`config.mk`:
```
export PLATFORM = sky130hd
export DESIGN_NAME = poly_basemul_ctrl
export DESIGN_NICKNAME = d
export VERILOG_FILES = /design/src/rtl/poly_arith_pkg.sv /design/src/rtl/mod_add_q.sv /design/src/rtl/poly_basemul_ctrl.sv
export SDC_FILE = /design/constraint.sdc
export NUM_CORES = 1
export LEC_CHECK = 0
export BUFFER_PORTS_ARGS = -buffer_cell sky130_fd_sc_hd__buf_2
export CAP_MARGIN = 20
export CORE_UTILIZATION = 36
export DETAILED_ROUTE_END_ITERATION = 10
export PLACE_DENSITY = 0.78
export SLEW_MARGIN = 0
export SYNTH_ARGS = -nofsm -noshare
export SYNTH_HDL_FRONTEND = slang
export SYNTH_HIERARCHICAL = 1
export SYNTH_SLANG_ARGS = --single-unit
```
`constraint.sdc`:
```
create_clock -name clk -period 2.4 [get_ports clk]
set_input_delay 0.48 -clock clk [delete_from_list [all_inputs] [get_ports clk]]
set_output_delay 0.48 -clock clk [all_outputs]
set_load 0.03 [all_outputs]
```
`src/rtl/poly_arith_pkg.sv`:
```
// Shared types and constants for the polynomial arithmetic block (ML-KEM, Q = 3329).
package poly_arith_pkg;

    localparam int COEFF_W = 12;

    typedef logic [COEFF_W-1:0] coeff_t;
    typedef logic [6:0]         pair_addr_t;

    localparam coeff_t     Q          = 12'd3329;
    localparam coeff_t     COEFF_ZERO = 12'd0;
    localparam int         N_PAIRS    = 128;
    localparam pair_addr_t LAST_PAIR  = 7'd127;
    localparam logic [7:0] FULL_CNT   = 8'd128;

    typedef enum logic [1:0] {
        ST_IDLE  = 2'd0,
        ST_ISSUE = 2'd1,
        ST_DRAIN = 2'd2,
        ST_DONE  = 2'd3
    } basemul_state_e;

    function automatic logic is_last_pair(input pair_addr_t idx);
        return idx == LAST_PAIR;
    endfunction

endpackage

```
`src/rtl/mod_add_q.sv`:
```
// Combinational (a + b) mod Q for a, b in [0, Q).
// Only present when BASEMUL_ACCUMULATE_EN is defined.
`ifdef BASEMUL_ACCUMULATE_EN
module mod_add_q
    import poly_arith_pkg::*;
(
    input  coeff_t a,
    input  coeff_t b,
    output coeff_t sum
);

    logic [COEFF_W:0] raw_s;

    // a + b < 2Q, so a single conditional subtract lands in [0, Q).
    always_comb begin
        raw_s = {1'b0, a} + {1'b0, b};
        if (raw_s >= {1'b0, Q}) begin
            sum = coeff_t'(raw_s - {1'b0, Q});
        end else begin
            sum = raw_s[COEFF_W-1:0];
        end
    end

endmodule
`endif

```
`src/rtl/poly_basemul_ctrl.sv`:
```
// Sequences one NTT-domain polynomial product through base_case_mul into result memory C.
// Optional feature macro: BASEMUL_ACCUMULATE_EN (adds acc_i/c_rd_i, C += A*B).
module poly_basemul_ctrl
    import poly_arith_pkg::*;
#(
    parameter int RD_LAT  = 1,
    parameter int MUL_LAT = 2
) (
    input  logic         clk,
    input  logic         rst_n,
    input  logic         start_i,
`ifdef BASEMUL_ACCUMULATE_EN
    input  logic         acc_i,
    input  coeff_t [1:0] c_rd_i,
`endif
    output logic         busy_o,
    output logic         done_o,
    output logic         rd_en_o,
    output pair_addr_t   rd_addr_o,
    input  coeff_t [1:0] a_rd_i,
    input  coeff_t [1:0] b_rd_i,
    input  coeff_t       zeta_rd_i,
    output logic         mul_valid_o,
    output coeff_t       mul_a0_o,
    output coeff_t       mul_a1_o,
    output coeff_t       mul_b0_o,
    output coeff_t       mul_b1_o,
    output coeff_t       mul_zeta_o,
    input  logic         mul_valid_i,
    input  coeff_t       mul_c0_i,
    input  coeff_t       mul_c1_i,
    output logic         wr_en_o,
    output pair_addr_t   wr_addr_o,
    output coeff_t [1:0] wr_data_o,
    output logic         err_o
);

    basemul_state_e    state_r, state_s;
    logic              rd_en_r, rd_en_s;
    pair_addr_t        rd_addr_r, rd_addr_s;
    pair_addr_t        wr_idx_r, wr_idx_s;
    logic [7:0]        wr_cnt_r, wr_cnt_s;
    logic              busy_r, done_r;
    logic              err_r, err_s;
    logic              wr_fire_s;
    logic              in_run_s;
    logic [RD_LAT-1:0] rd_pipe_r;

`ifdef BASEMUL_ACCUMULATE_EN
    logic              acc_r, acc_s;
    coeff_t [1:0]      c_pipe_r [MUL_LAT];
    coeff_t            sum0_s, sum1_s;

    mod_add_q u_add0 (.a(c_pipe_r[MUL_LAT-1][0]), .b(mul_c0_i), .sum(sum0_s));
    mod_add_q u_add1 (.a(c_pipe_r[MUL_LAT-1][1]), .b(mul_c1_i), .sum(sum1_s));
`endif

    // Next-state, counters and error flag.
    always_comb begin
        state_s   = state_r;
        rd_en_s   = 1'b0;
        rd_addr_s = rd_addr_r;
        wr_idx_s  = wr_idx_r;
        wr_cnt_s  = wr_cnt_r;
        err_s     = err_r;
        wr_fire_s = 1'b0;
`ifdef BASEMUL_ACCUMULATE_EN
        acc_s     = acc_r;
`endif
        in_run_s  = (state_r == ST_ISSUE) || (state_r == ST_DRAIN);

        // Results outside a run are never written; they only flag an error.
        if (mul_valid_i && in_run_s && rst_n) begin
            wr_fire_s = 1'b1;
            wr_cnt_s  = wr_cnt_r + 8'd1;
            if (is_last_pair(wr_idx_r)) begin
                wr_idx_s = wr_idx_r;
            end else begin
                wr_idx_s = wr_idx_r + 7'd1;
            end
        end else if (mul_valid_i && !in_run_s) begin
            err_s = 1'b1;
        end else begin
            wr_fire_s = 1'b0;
        end

        case (state_r)
            ST_IDLE: begin
                if (start_i) begin
                    state_s   = ST_ISSUE;
                    rd_en_s   = 1'b1;
                    rd_addr_s = 7'd0;
                    wr_idx_s  = 7'd0;
                    wr_cnt_s  = 8'd0;
`ifdef BASEMUL_ACCUMULATE_EN
                    acc_s     = acc_i;
`endif
                end else begin
                    state_s = ST_IDLE;
                end
            end
            ST_ISSUE: begin
                if (is_last_pair(rd_addr_r)) begin
                    state_s = ST_DRAIN;
                    rd_en_s = 1'b0;
                end else begin
                    rd_en_s   = 1'b1;
                    rd_addr_s = rd_addr_r + 7'd1;
                end
            end
            ST_DRAIN: begin
                if (wr_fire_s && is_last_pair(wr_idx_r)) begin
                    state_s = ST_DONE;
                    err_s   = err_s | (wr_cnt_s != FULL_CNT);
                end else begin
                    state_s = ST_DRAIN;
                end
            end
            ST_DONE: begin
                state_s = ST_IDLE;
            end
            default: begin
                state_s = ST_IDLE;
            end
        endcase
    end

    // State, counters, registered status outputs and the read-latency pipes.
    always_ff @(posedge clk) begin
        if (!rst_n) begin
            state_r   <= ST_IDLE;
            rd_en_r   <= 1'b0;
            rd_addr_r <= 7'd0;
            wr_idx_r  <= 7'd0;
            wr_cnt_r  <= 8'd0;
            busy_r    <= 1'b0;
            done_r    <= 1'b0;
            err_r     <= 1'b0;
            rd_pipe_r <= {RD_LAT{1'b0}};
`ifdef BASEMUL_ACCUMULATE_EN
            acc_r     <= 1'b0;
            for (int k = 0; k < MUL_LAT; k++) begin
                c_pipe_r[k] <= {COEFF_ZERO, COEFF_ZERO};
            end
`endif
        end else begin
            state_r      <= state_s;
            rd_en_r      <= rd_en_s;
            rd_addr_r    <= rd_addr_s;
            wr_idx_r     <= wr_idx_s;
            wr_cnt_r     <= wr_cnt_s;
            busy_r       <= (state_s == ST_ISSUE) || (state_s == ST_DRAIN);
            done_r       <= (state_s == ST_DONE);
            err_r        <= err_s;
            rd_pipe_r[0] <= rd_en_r;
            for (int k = 1; k < RD_LAT; k++) begin
                rd_pipe_r[k] <= rd_pipe_r[k-1];
            end
`ifdef BASEMUL_ACCUMULATE_EN
            acc_r        <= acc_s;
            c_pipe_r[0]  <= c_rd_i;
            for (int k = 1; k < MUL_LAT; k++) begin
                c_pipe_r[k] <= c_pipe_r[k-1];
            end
`endif
        end
    end

    assign busy_o      = busy_r;
    assign done_o      = done_r;
    assign rd_en_o     = rd_en_r;
    assign rd_addr_o   = rd_addr_r;
    assign mul_valid_o = rd_pipe_r[RD_LAT-1];
    assign wr_en_o     = wr_fire_s;
    assign wr_addr_o   = wr_idx_r;
    assign err_o       = err_r;

    // Operands pass straight through but read as zero outside their valid cycle.
    assign mul_a0_o   = mul_valid_o ? a_rd_i[0] : COEFF_ZERO;
    assign mul_a1_o   = mul_valid_o ? a_rd_i[1] : COEFF_ZERO;
    assign mul_b0_o   = mul_valid_o ? b_rd_i[0] : COEFF_ZERO;
    assign mul_b1_o   = mul_valid_o ? b_rd_i[1] : COEFF_ZERO;
    assign mul_zeta_o = mul_valid_o ? zeta_rd_i : COEFF_ZERO;

    // Write data; in accumulate mode the old C pair arrives aligned with the result.
    always_comb begin
        wr_data_o = {COEFF_ZERO, COEFF_ZERO};
        if (wr_fire_s) begin
`ifdef BASEMUL_ACCUMULATE_EN
            if (acc_r) begin
                wr_data_o = {sum1_s, sum0_s};
            end else begin
                wr_data_o = {mul_c1_i, mul_c0_i};
            end
`else
            wr_data_o = {mul_c1_i, mul_c0_i};
`endif
        end else begin
            wr_data_o = {COEFF_ZERO, COEFF_ZERO};
        end
    end

endmodule

```
---- Yosys cells after proc, flatten, opt, wreduce, memory -nomap -nowiden ----
Index checks and enable logic that the tools add are counted.
word-level totals
  flip-flop bits (word level) ............. 29
  bits of input ports ..................... 88
  output and inout port bits .............. 104
  word-level logic and storage cells ...... 62
cells by class
  $add $sub $neg .......................... 3
  equal/unequal tests ..................... 11
  muxes and demuxes ....................... 28
  bitwise logic cells ..................... 1
  reduce and logical (&&, ||, !) cells .... 10
operators with widths
  kind                                                             count
  12-bit 2-to-1 mux                                                5
  7-bit 2-to-1 mux                                                 6
  24-bit 2-to-1 mux                                                1
  8-bit 2-to-1 mux                                                 3
  7-bit by 1-bit adder with 7-bit output, second input constant    2
  7-bit == test, second input constant                             2
  7-bit one-hot mux with 2 select lines                            1
  1-bit 2-to-1 mux                                                 9
  8-bit by 1-bit adder with 8-bit output, second input constant    1
  2-bit == test, second input constant                             4
  8-bit != test, second input constant                             1
  2-bit one-hot mux with 4 select lines                            1
  2-bit by 1-bit == test with 1-bit output, second input constant  2
  1-bit logical AND                                                4
  2-bit != test, second input constant                             2
  3-bit AND reduction                                              1
  2-bit zero test                                                  1
  1-bit logical OR                                                 2
  2-bit 2-to-1 mux                                                 1
  1-bit one-hot mux with 2 select lines                            1
  2-bit nonzero test                                               1
  1-bit zero test                                                  1
  1-bit OR                                                         1

---- Logic depth before layout (Yosys ltp) ----
  word-level depth ........................ 10
  gate-level depth with buffers ........... 8
  depth with buffers taken out ............ 8

---- Worst setup path before layout ----
OpenSTA, ideal clock, no wires.
  path type ............................... register to output
  from .................................... register state_r[0]
  to ...................................... output wr_data_o[15] (netlist bit)
  arrival ................................. 1.810 ns
  required time ........................... 1.920 ns
  slack ................................... 0.110 ns
  stages on the path, launching flop included .. 7
  path buffers ............................ 1
  cells stage by stage .................... dfxtp_1 inv_1 ha_1 nand3_4 inv_1 clkbuf_1 and2_1
RTL lines
  element                   line                      RTL
  start: declaration        poly_basemul_ctrl.sv:38   basemul_state_e state_r, state_s;
  start signal: assignment  poly_basemul_ctrl.sv:147  state_r <= state_s;
  end: declaration          poly_basemul_ctrl.sv:34   output coeff_t [1:0] wr_data_o,

==> results by group <==
Critical path
  • Slowest-stage cell, CP: dfxtp_1
  • CP Capture Type: primary output
  • CP max FO: 13
  • Worst Path Arrival: around 1800 ps
  • Slowest stage delay, CP: around 370 ps
  • Kind of critical path: reg -> out
  • Cell Chain, Critical Path: inv_1 > ha_4 > nand3_4 > inv_1 > buf_4 > and2_1 > clkbuf_4
  • Bufs and invs on worst path: 4
  • RR Startpoint: state_r[0]
  • R2R depth: 9
  • Reg2Reg Capture Point: busy_o
  • Most used cell, CP: inv_1
  • CP top delay family: buffers and inverters
  • Worst reg-to-reg setup slack: 410 ps
  • Required @ worst endpoint: roughly 1900 ps
  • Critical path startpoint category: register

Die
  • Die area: 5700 sq um
  • I/O Pins: roughly 190
  • Chip width: between 70 and 80 um
  • Initial core utilization: 0.378
  • Die Y: between 70 and 80 um
  • Core ar.: slightly above 5000 sq um
  • Num rows: 26

Clock tree
  • Clk sink count: 29
  • Clk slew on worst S/H paths: 60 ps
  • Number of CTS-inserted buffers: 5
  • Htree depth: 2
  • Deepest clock path buffer count: 2
  • Clock Tree Root: clkbuf_8
  • Worst-Skew Late Latency: 280 ps
  • CTS tree: built

Timing
  • Peak Freq: 0.441 GHz
  • WHS: ~460 ps
  • Slew headroom: 0.647
  • RSZ-0062 raised after global routing: no
  • Setup TNS: 0 ps
  • Max-slew violations: 0
  • Skew final: about 3.6 ps
  • Tightest Pin Transition: between 500 and 600 ps
  • Final Hold Fails: 0
  • Final period utilization: 0.945
  • Tmin final: ~2300 ps
  • Number of setup violations in the final report: 0

Synthesis
  • Async SR Flop Fraction: 0
  • Mean post-synth cell area: 8.20 sq um
  • Mapped Nets: between 300 and 400
  • Top FF cell, synth: dfxtp_1
  • Cell variety after synth: 32
  • Mapped Area: 1940 sq um
  • Yosys reg bits: 29
  • Post-synth EDFFs: 0
  • Post-synthesis sequential area ratio: 0.299
  • Syn. warnings: 6
  • Mapped Cells: 237

Global routing
  • Antenna violations before repair: 0
  • First-pass GRT wire length: approximately 8400 um
  • GRT Overall Usage: 0.198
  • Grt ovf: 0
  • Vias in the first global route: 1944
  • Largest net degree at the start of global routing: 24

Placement
  • Gpl congestion: just under 0.8
  • Cell area after placement: a little under 3000 sq um
  • Final HPWL DP: 5090 um
  • PortBufs: 191

Layout
  • Highest-count cells in the layout ignoring fill and taps: buf_2 (190), and2_1 (89), dfxtp_1 (29)
  • Share of cells above drive strength 1: 0.494
  • Final net count: around 520
  • Multi-input logic area: 1310 sq um
  • Ant. Diodes: 0
  • Area growth from synthesis to layout: 57.9%
  • Storage cell area: just under 600 sq um
  • Leading cell type in the layout, fill and taps excluded: buf_2
  • Final Cell Area: 3070 sq um
  • Fillers: 480

Worst hold path
  • Hold path endpoint: mul_valid_o
  • Hold path depth: 1
  • HP Start: rd_en_o
  • Hold Path Class: reg -> reg

Routing
  • Drt pass-1 iters: 4
  • Violation count after the first detailed-route iteration: 24
  • Wirelength per Cell: 12.1 um
  • Drc violations: 0
  • Via/cell ratio: between 4 and 5
  • WL final: 6020 um
  • Detail Route Antenna Nets: 0
  • Total number of vias: 2260

Power
  • Power per cell area: 401 nW/um^2
  • IR drop worst, VDD: between 0.2 and 0.3 mV
  • Lkg Pwr: 0.00173 uW

Flow run
  • Max-Cap Viols: 0

Outcome
  • Status: finished clean
[power by group]
group          switching (uW)  total [uW]  leakage, uW  internal (uW)
Combinational             199         333      0.00145            134
Clock                     169         396    0.0000443            227
Sequential               10.6         502     0.000235            492
Total                     378        1230      0.00173            853
[cells in the mapped netlist, types with 2 or more instances]
| cell | instances | share of area |
|---|---|---|
| nor2_1 | 21 | 0.041 |
| nand4_1 | 6 | 0.019 |
| nand2b_1 | 2 | 0.0064 |
| ha_1 | 7 | 0.045 |
| a31oi_1 | 2 | 0.0064 |
| a21boi_0 | 2 | 0.0077 |
| and3_1 | 5 | 0.016 |
| a41oi_4 | 2 | 0.028 |
| mux2i_1 | 3 | 0.015 |
| nand3_1 | 6 | 0.015 |
| xor2_1 | 13 | 0.059 |
| xnor2_1 | 5 | 0.023 |
| nand2_1 | 12 | 0.023 |
| a21oi_1 | 4 | 0.010 |
| dfxtp_1 | 29 | 0.30 |
| clkbuf_1 | 10 | 0.019 |
| inv_1 | 4 | 0.0077 |
| buf_4 | 2 | 0.0077 |
| and2_1 | 89 | 0.29 |
[state kept, by name, indices dropped and copies added (netlist names)]
signal and cells:
wr_cnt_r 8, rd_addr_o 7, wr_addr_o 7, state_r 2, busy_o 1, done_o 1
err_o 1, mul_valid_o 1, rd_en_o 1
[through the flow]
| step | setup WS, ps | std cells | util | power, uW |
|---|---|---|---|---|
| after floorplan | 110 | 237 | - | 711 |
| after global placement | 426 | 490 | 0.577 | 842 |
| after detailed placement | 376 | 490 | 0.577 | 845 |
| after CTS | 28.1 | 497 | 0.594 | 1250 |
| after global routing | 7.01 | 497 | 0.597 | 1300 |
| final | 132 | 497 | 0.597 | 1230 |
[worst max-delay path by stage]
stage               cells after the start            end  startpoint  slack [ps]
floorplan                               6  wr_data_o[15]  state_r[0]         110
global placement                        7  wr_data_o[10]  state_r[0]         430
detailed placement                      7   wr_data_o[7]  state_r[0]         380
CTS                                     7   wr_data_o[7]  state_r[0]          30
global route                            7   wr_data_o[2]  state_r[0]           7
finish                                  7   wr_data_o[2]  state_r[0]         130
[area by class of cell]
class                      instances  share of cell area
multi-input combinational        192               0.426
timing repair buffer             195               0.323
sequential                        29               0.189
tap                               70              0.0285
clock buffer                       7              0.0281
inverter                           4             0.00489
[per-layer routing]
layer	vias to the layer above	track usage	wire, um
met2	115	0.421	3350
met4	0	0.0617	70
met3	9	0.0410	474
met1	990	0.184	2120
li1	1146	-	-
met5	-	0	0
[kinds of logic after synthesis]
family	count (synthesis)	synth area share
AO/OA/AOI/OAI	16	0.0817
XOR/XNOR	18	0.0811
adder cells (fa/ha/maj)	7	0.0450
buffers and inverters	16	0.0347
flip-flops	29	0.299
multiplexers	3	0.0154
AND/OR/NAND/NOR	148	0.443
[worst reg2reg max path, cell delays in order (launching register included)]
cell	delay (ps)
dfxtp_1	370
inv_1	120
ha_4	300
nand3_4	100
inv_1	110
buf_4	170
nand4_1	130
a21oi_1	200
ha_1	250
and2_1	150
[what timing repair did]
action                                  4_1_cts  5_1_grt
hold endpoints to repair                      0        0
buffers inserted                              0        0
resized for setup                             0        3
hold buffers                                  0        0
endpoints found under the setup margin        0       23
Power figures use the tool's default switching activity.
